## src/rtl/nic_mem.sv

```systemverilog
// nic_mem: clocked RAM for the nic8 CPU with post-reset clear, byte-serial loader,
// wait-stated request/ready access port and a memory-mapped output register.
module nic_mem #(
    parameter int                DATA_W   = 8,
    parameter int                ADDR_W   = 8,
    parameter int                WAIT     = 0,
    parameter logic [ADDR_W-1:0] OUT_ADDR = {ADDR_W{1'b1}}
) (
    input  logic              i_clk,
    input  logic              i_reset,
    input  logic [ADDR_W-1:0] i_addr,
    input  logic [DATA_W-1:0] i_wdata,
    input  logic              i_load,
    input  logic              i_store,
    output logic [DATA_W-1:0] o_rdata,
    output logic              o_ready,
    input  logic              i_ld_valid,
    input  logic [DATA_W-1:0] i_ld_data,
    input  logic              i_ld_last,
    output logic              o_ld_ready,
    output logic              o_running,
    output logic              o_out_valid,
    output logic [DATA_W-1:0] o_out_data
);

    // state  | meaning
    // S_CLEAR| zero every address from ptr 0 up to the top, CPU held off
    // S_LOAD | accept loader words into ram[ptr], CPU held off
    // S_IDLE | running, waiting for a CPU load/store request
    // S_BUSY | running, counting wait states before completing the access
    typedef enum logic [1:0] {
        S_CLEAR = 2'd0,
        S_LOAD  = 2'd1,
        S_IDLE  = 2'd2,
        S_BUSY  = 2'd3
    } state_t;

    localparam int                DEPTH     = 1 << ADDR_W;
    localparam logic [ADDR_W-1:0] LAST_ADDR = {ADDR_W{1'b1}};
    localparam logic [3:0]        WAIT_INIT = 4'(WAIT);

    logic [DATA_W-1:0] r_ram [DEPTH];

    state_t            r_state;
    logic [ADDR_W-1:0] r_ptr;
    logic [3:0]        r_cnt;
    logic [ADDR_W-1:0] r_addr;
    logic [DATA_W-1:0] r_wdata;
    logic              r_is_store;

    logic              w_done;
    logic              w_we;
    logic [ADDR_W-1:0] w_waddr;
    logic [DATA_W-1:0] w_wdata;

    assign w_done = (r_state == S_BUSY) && (r_cnt == 4'd0);

    // Single RAM write port shared by clear, loader and CPU stores; reset blocks all writes.
    always_comb begin
        w_we    = 1'b0;
        w_waddr = r_ptr;
        w_wdata = '0;
        if (!i_reset) begin
            case (r_state)
                S_CLEAR: w_we = 1'b1;
                S_LOAD: begin
                    w_we    = i_ld_valid;
                    w_wdata = i_ld_data;
                end
                S_BUSY: begin
                    w_we    = w_done && r_is_store;
                    w_waddr = r_addr;
                    w_wdata = r_wdata;
                end
                default: w_we = 1'b0;
            endcase
        end
    end

    always_ff @(posedge i_clk) begin
        if (w_we) begin
            r_ram[w_waddr] <= w_wdata;
        end
    end

    always_ff @(posedge i_clk) begin
        if (i_reset) begin
            r_state     <= S_CLEAR;
            r_ptr       <= '0;
            r_cnt       <= '0;
            r_addr      <= '0;
            r_wdata     <= '0;
            r_is_store  <= 1'b0;
            o_rdata     <= '0;
            o_ready     <= 1'b0;
            o_ld_ready  <= 1'b0;
            o_running   <= 1'b0;
            o_out_valid <= 1'b0;
            o_out_data  <= '0;
        end else begin
            o_ready     <= 1'b0;
            o_out_valid <= 1'b0;
            case (r_state)
                S_CLEAR: begin
                    r_ptr <= r_ptr + ADDR_W'(1);
                    if (r_ptr == LAST_ADDR) begin
                        r_state    <= S_LOAD;
                        o_ld_ready <= 1'b1;
                    end
                end
                S_LOAD: begin
                    if (i_ld_valid) begin
                        r_ptr <= r_ptr + ADDR_W'(1);
                        // a word landing on the top address fills memory and ends loading
                        if (i_ld_last || (r_ptr == LAST_ADDR)) begin
                            r_state    <= S_IDLE;
                            o_ld_ready <= 1'b0;
                            o_running  <= 1'b1;
                        end
                    end
                end
                S_IDLE: begin
                    if (i_store) begin
                        r_addr     <= i_addr;
                        r_wdata    <= i_wdata;
                        r_is_store <= 1'b1;
                        r_cnt      <= WAIT_INIT;
                        r_state    <= S_BUSY;
                    end else if (i_load) begin
                        r_addr     <= i_addr;
                        r_is_store <= 1'b0;
                        r_cnt      <= WAIT_INIT;
                        r_state    <= S_BUSY;
                    end
                end
                S_BUSY: begin
                    if (r_cnt != 4'd0) begin
                        r_cnt <= r_cnt - 4'd1;
                    end else begin
                        r_state <= S_IDLE;
                        o_ready <= 1'b1;
                        if (r_is_store) begin
                            if (r_addr == OUT_ADDR) begin
                                o_out_valid <= 1'b1;
                                o_out_data  <= r_wdata;
                            end
                        end else begin
                            o_rdata <= r_ram[r_addr];
                        end
                    end
                end
                default: r_state <= S_CLEAR;
            endcase
        end
    end

endmodule

```

## config.mk

```make
export PLATFORM = sky130hd
export DESIGN_NAME = nic_mem
export DESIGN_NICKNAME = d
export VERILOG_FILES = /design/src/rtl/nic_mem.sv
export SDC_FILE = /design/constraint.sdc
export NUM_CORES = 2
export LEC_CHECK = 0
export BUFFER_PORTS_ARGS = -buffer_cell sky130_fd_sc_hd__clkbuf_2
export CAP_MARGIN = 25
export CORE_MARGIN = 10
export CORE_UTILIZATION = 36
export DETAILED_ROUTE_END_ITERATION = 6
export GPL_ROUTABILITY_DRIVEN = 0
export SYNTH_ARGS = -nofsm -noshare
export SYNTH_HDL_FRONTEND = slang
export SYNTH_SLANG_ARGS = --single-unit
```

## constraint.sdc

```tcl
create_clock -name i_clk -period 11.2 [get_ports i_clk]
set_clock_uncertainty 0.05 [all_clocks]
set_input_delay 0.56 -clock i_clk [delete_from_list [all_inputs] [get_ports i_clk]]
set_output_delay 0.56 -clock i_clk [all_outputs]
set_load 0.02 [all_outputs]
```

### Word-level counts from Yosys, hierarchy flattened

Memory sizes are Yosys's and may differ from the RTL's. A register that Yosys moved wholly into a read port is not among the register bits.
Cells that the tools add are included.

| cells by class | value |
|---|---|
| muxes and demuxes | 31 |
| bitwise gates (word level) | 3 |
| $add $sub $neg | 2 |
| reduce and logical (&&, ||, !) cells | 20 |
| equality and inequality tests | 11 |

Operator list:

| operator | number |
|---|---|
| 8-bit two-way mux | 6 |
| 8-bit one-hot mux with 2 select lines | 2 |
| 8-bit == test (second input constant) | 2 |
| 2-bit two-way mux | 6 |
| 4-bit two-way mux | 3 |
| 1-bit two-way mux | 10 |
| 3-bit AND reduction | 3 |
| 8-bit by 1-bit adder with 8-bit output (second input constant) | 1 |
| 2-bit != test (second input constant) | 4 |
| 2-bit one-hot mux with 4 select lines | 1 |
| 4-bit one-hot mux with 2 select lines | 1 |
| 4-bit AND reduction | 2 |
| 2-bit AND reduction | 3 |
| 2-bit nonzero test | 3 |
| 5-bit AND reduction | 1 |
| 2-bit == test (second input constant) | 2 |
| 4-bit logical NOT | 1 |
| 4-bit nonzero test | 1 |
| 4-bit OR reduction | 1 |
| 4-bit by 1-bit subtractor with 4-bit output (second input constant) | 1 |
| 3-bit != test (second input constant) | 1 |
| 1-bit inverter | 3 |
| 1-bit one-hot mux with 3 select lines | 1 |
| 2-bit by 1-bit == test with 1-bit output (second input constant) | 1 |
| other kinds (6) | 7 |

| word-level totals | value |
|---|---|
| memories kept | 1 |
| word-level logic and storage cells | 79 |
| bits of input ports | 30 |
| flip-flop bits (word level) | 43 |
| memory bits (writable) | 2,048 |
| output and inout bits | 20 |

Memories:

| memory | words | width | read ports | clocked after Yosys merged registers in | write ports | RTL line | RTL |
|---|---|---|---|---|---|---|---|
| r_ram | 256 | 8 | 1 | 1 | 1 | 42 | `logic [DATA_W-1:0] r_ram [DEPTH];` |

### Longest topological paths before layout

| depth | value |
|---|---|
| word-level depth | 7 |
| mapped depth | 13 |
| mapped depth without buffers | 9 |

### Least setup slack after synthesis

No wires, ideal clock.

| path | value |
|---|---|
| kind | register -> register |
| start | register r_state[1] |
| end | memory r_ram[0][0] (data pin) |
| required time | 9,760 ps |
| buffers on the path | 2 |
| cell stages (with the launch flop) | 5 |
| data arrival time | 7,016 ps |
| path slack | 2,744 ps |
| period minus slack after synthesis | 8,456 ps |
| setup time | 1,390 ps |
| path through | dfxtp_1 > clkbuf_1 > clkbuf_1 > mux2i_1 > nor2_1 |

| on the way | value |
|---|---|
| cells in the longest elaborated chain, start to end | 3 |
| elaborated cells between the ends (all ways) | 4 |
| those cells by class | eq/ne (2); mux (2) |

RTL lines:

| item | RTL line | RTL |
|---|---|---|
| start: declaration | 44 | `state_t r_state;` |
| start signal: assignment | 88 | `r_state <= S_CLEAR;` |
| start signal: assignment | 107 | `r_state <= S_LOAD;` |
| start signal: assignment | 116 | `r_state <= S_IDLE;` |
| 2-bit == test or 2-bit by 1-bit == test with 1-bit output (tied branches) | 64 | `case (r_state)` |
| 8-bit one-hot mux with 2 select lines (*) | 64 |  |
| 8-bit two-way mux (*) | 63 | `if (!i_reset) begin` |
| net w_wdata[0] | 54 | `logic [DATA_W-1:0] w_wdata;` |
| end: declaration | 42 |  |

Mark *: on every way through the listed nets, which the timed path passes. The rest lies on a longest branch.

==> reports/results.tsv <==
metric	value	unit
clk buf depth	3	
TritonCTS clock tree	built	
Syn Nets	4090	
total power	15.25	mW
total negative slack	0	ns
crit path launch type	flip-flop	
TritonCTS buffer count	206	
PortBufs	49	
Worst-path clk slew	0.06	ns
initial antenna violation count	4	
max_cap viols	0	
most common cell after layout, fill and taps aside	edfxtp_1	
Worst Setup End Kind	flip-flop	
Hold/Removal Path Class	in -> reg	
DRT iter0 DRCs	4851	
synth unique cells	70	
Routed Antenna Nets	0	
# resized after CTS	0	
syn avg cell area	20.28	um^2
Post-synth EDFFs	2048	
CTS sink count	2099	
dpl ws	6.096	ns
Worst Path Arrival	5.66	ns
post-CTS setup-driven buffer insertion count	0	
unrepaired setup endpoints after global routing	no	
Routed WL	218.2	mm
max-slew violation count	0	
Final nets	4230	
Max Clk Rate	199.2	MHz
Crit Path Max Fanout	36	
final setup margin	6.181	ns
chip width	498.0	um
mapped cell area	82260	um^2
vias	41402	
final setup vio count	0	
status	completed	
vias in the first global route	41486	
GRT Residual Overflow	0	
Layout Cells excl Fill	7374	
routed vias/inst	5.615	
Tmin final	5.019	ns
reg-to-reg setup timing slack	6.18	ns
first-pass GRT wire length	312.9	mm
number of synthesis warnings	0	
FF+latch count, synth	2099	
placed insts	6977	
Leak	31.17	nW
final worst path period share	44.82	%
worst-margin pin slew	1.235	ns
DR WL/cell	29.59	um
Post-Synthesis Cells	4057	
Starting Density	36.19	%
power density over cell area	165.0	nW/um^2
critical path type	reg -> reg	
largest net degree at the start of global routing	197	
register area share after synthesis	76.00	%
VDD IR max	0.0001738	V
clock latency on the worst-skew pair	0.85	ns
Async SR Flop Fraction	0	%
Area growth syn-to-layout	12.40	%
die height	498.0	um
relative slew slack	17.67	%
I/O pins	50	
H-tree levels	4	
Die ar.	248000	um^2
prevailing post-synth register cell	edfxtp_1	
most frequent cells in the layout	2048 x edfxtp_1, 461 x mux4_2, 326 x nor2_1, 252 x mux2i_1, 210 x clkbuf_16	
final core utilization	40.68	%
GRT Total Usage	17.11	%
FP Rows	175	
Worst EP required	11.84	ns
Filler cells	19921	
Core Area	227300	um^2
DRC violations left	0	
Final Hold Vio Count	0	
drt pass-1 iters	6	
DP HPWL	128.4	mm
fraction of layout cells with a size suffix above 1	21.69	%
Root Buffer	clkbuf_16	
-- worst paths after layout --
kind,end,depth (start not counted),from
max,o_rdata[4],9,r_addr[0]
min,r_state[1],5,i_ld_valid
max reg2reg,o_rdata[4],9,r_addr[0]
min reg2reg,o_out_data[0],2,o_out_data[0]
-- sequential cells by signal (all words and copies together), names as in the netlist --
name         count
r_state          2
r_ram         2048
r_cnt            4
o_rdata          8
o_running        1
r_addr           8
r_wdata          8
o_ready          1
r_is_store       1
o_out_data       8
o_out_valid      1
o_ld_ready       1
r_ptr            8
-- metrics by stage --
step	hold slack (ns)	instance area [um^2]
after floorplan	0.4313	82260
after global placement	0.4353	85710
after detailed placement	0.4408	85770
after CTS	0.1171	92390
after global routing	0.1762	92460
final	0.1849	92460
-- critical path, stage by stage, from the launching register on --
cell,delay [ns]
dfxtp_4,0.48
buf_4,0.51
buf_4,0.66
buf_4,0.69
mux4_2,0.60
mux4_2,0.53
o22ai_1,0.37
a21oi_1,0.17
o21ai_0,0.52
o311ai_1,0.20
-- cells by family (layout without fill, tap and decap cells) --
family	Yosys count	count (layout)	synth area share, %
AO/OA/AOI/OAI	306	306	2.572
XOR/XNOR	9	9	0.09582
adder cells (fa/ha/maj)	3	3	0.04564
buffers and inverters	251	556	1.923
flip-flops	2099	2099	76.00
multiplexers	730	730	15.98
other	0	3	0
AND/OR/NAND/NOR	659	659	3.387
-- synthesized netlist by cell type (4+ instances only) --
cell type  instances  area, um^2
a22oi_1           26       195.2
mux2i_1          252        2522
a221oi_1          18       157.7
xnor2_1            4       35.03
or3_1              5       31.28
o31ai_1            7       52.55
o221ai_1          34       297.8
nand2b_1           6       37.54
nor2_1           335        1257
inv_1             12       45.04
o211ai_1           6       45.04
nand4_1            5       31.28
dfxtp_1           51        1021
mux4_2           461       10380
a221o_1            4       40.04
a311oi_1           7       61.31
clkbuf_1          78       292.8
clkbuf_4           4       30.03
nand3_1           64       320.3
xor2_1             5       43.79
edfxtp_1        2048       61500
nand3b_1          15       112.6
and3_1             6       37.54
a31oi_1            5       31.28
buf_6             38       427.9
nor4_1             9       56.30
a21oi_1           64       320.3
buf_8             14       210.2
mux2_2            14       157.7
nor3_1            32       160.2
nand2_1          166       623.1
buf_1             22       82.58
buf_4             20       150.1
o22ai_1           42       262.8
o21ai_1            6       30.03
o21ai_0           40       200.2
buf_2             59       295.3
nor2b_1            5       31.28
a211oi_1          14       105.1
-- layout make-up --
cell class	count	area [um^2]	area share [%]
Clock inverter	115	992.2	1.073
Tap cell	3009	3765	4.072
Antenna cell	3	7.507	0.008119
Multi-Input combinational cell	1707	18280	19.77
Sequential cell	2099	62540	67.63
Inverter	14	60.06	0.06495
Timing Repair Buffer	169	1356	1.467
Clock buffer	258	5465	5.911
-- layer usage --
metal	routed length (um)	share of wire, %	up-vias	global-route usage (%)
met2	103500	47	1849	27.02
met3	17450	8.0	361	3.592
met1	89360	41	22193	23.39
met5	28	0.013	-	0
li1	-	-	16995	-
met4	7908	3.6	4	6.287
-- what timing repair did --
item / in CTS / in global routing
endpoints found under the hold margin: 16 / 0
endpoints found under the setup margin: 0 / 0
hold buffers: 16 / 0
-- power breakdown --
group          leakage [nW]  internal [mW]  switching (mW)
sequential             22.3           8.49         0.00360
combinational          5.75         0.0191          0.0540
clock                  3.12           3.75            2.94
total                  31.2           12.3            3.00
No activity file was read; power rests on OpenSTA's default activity.
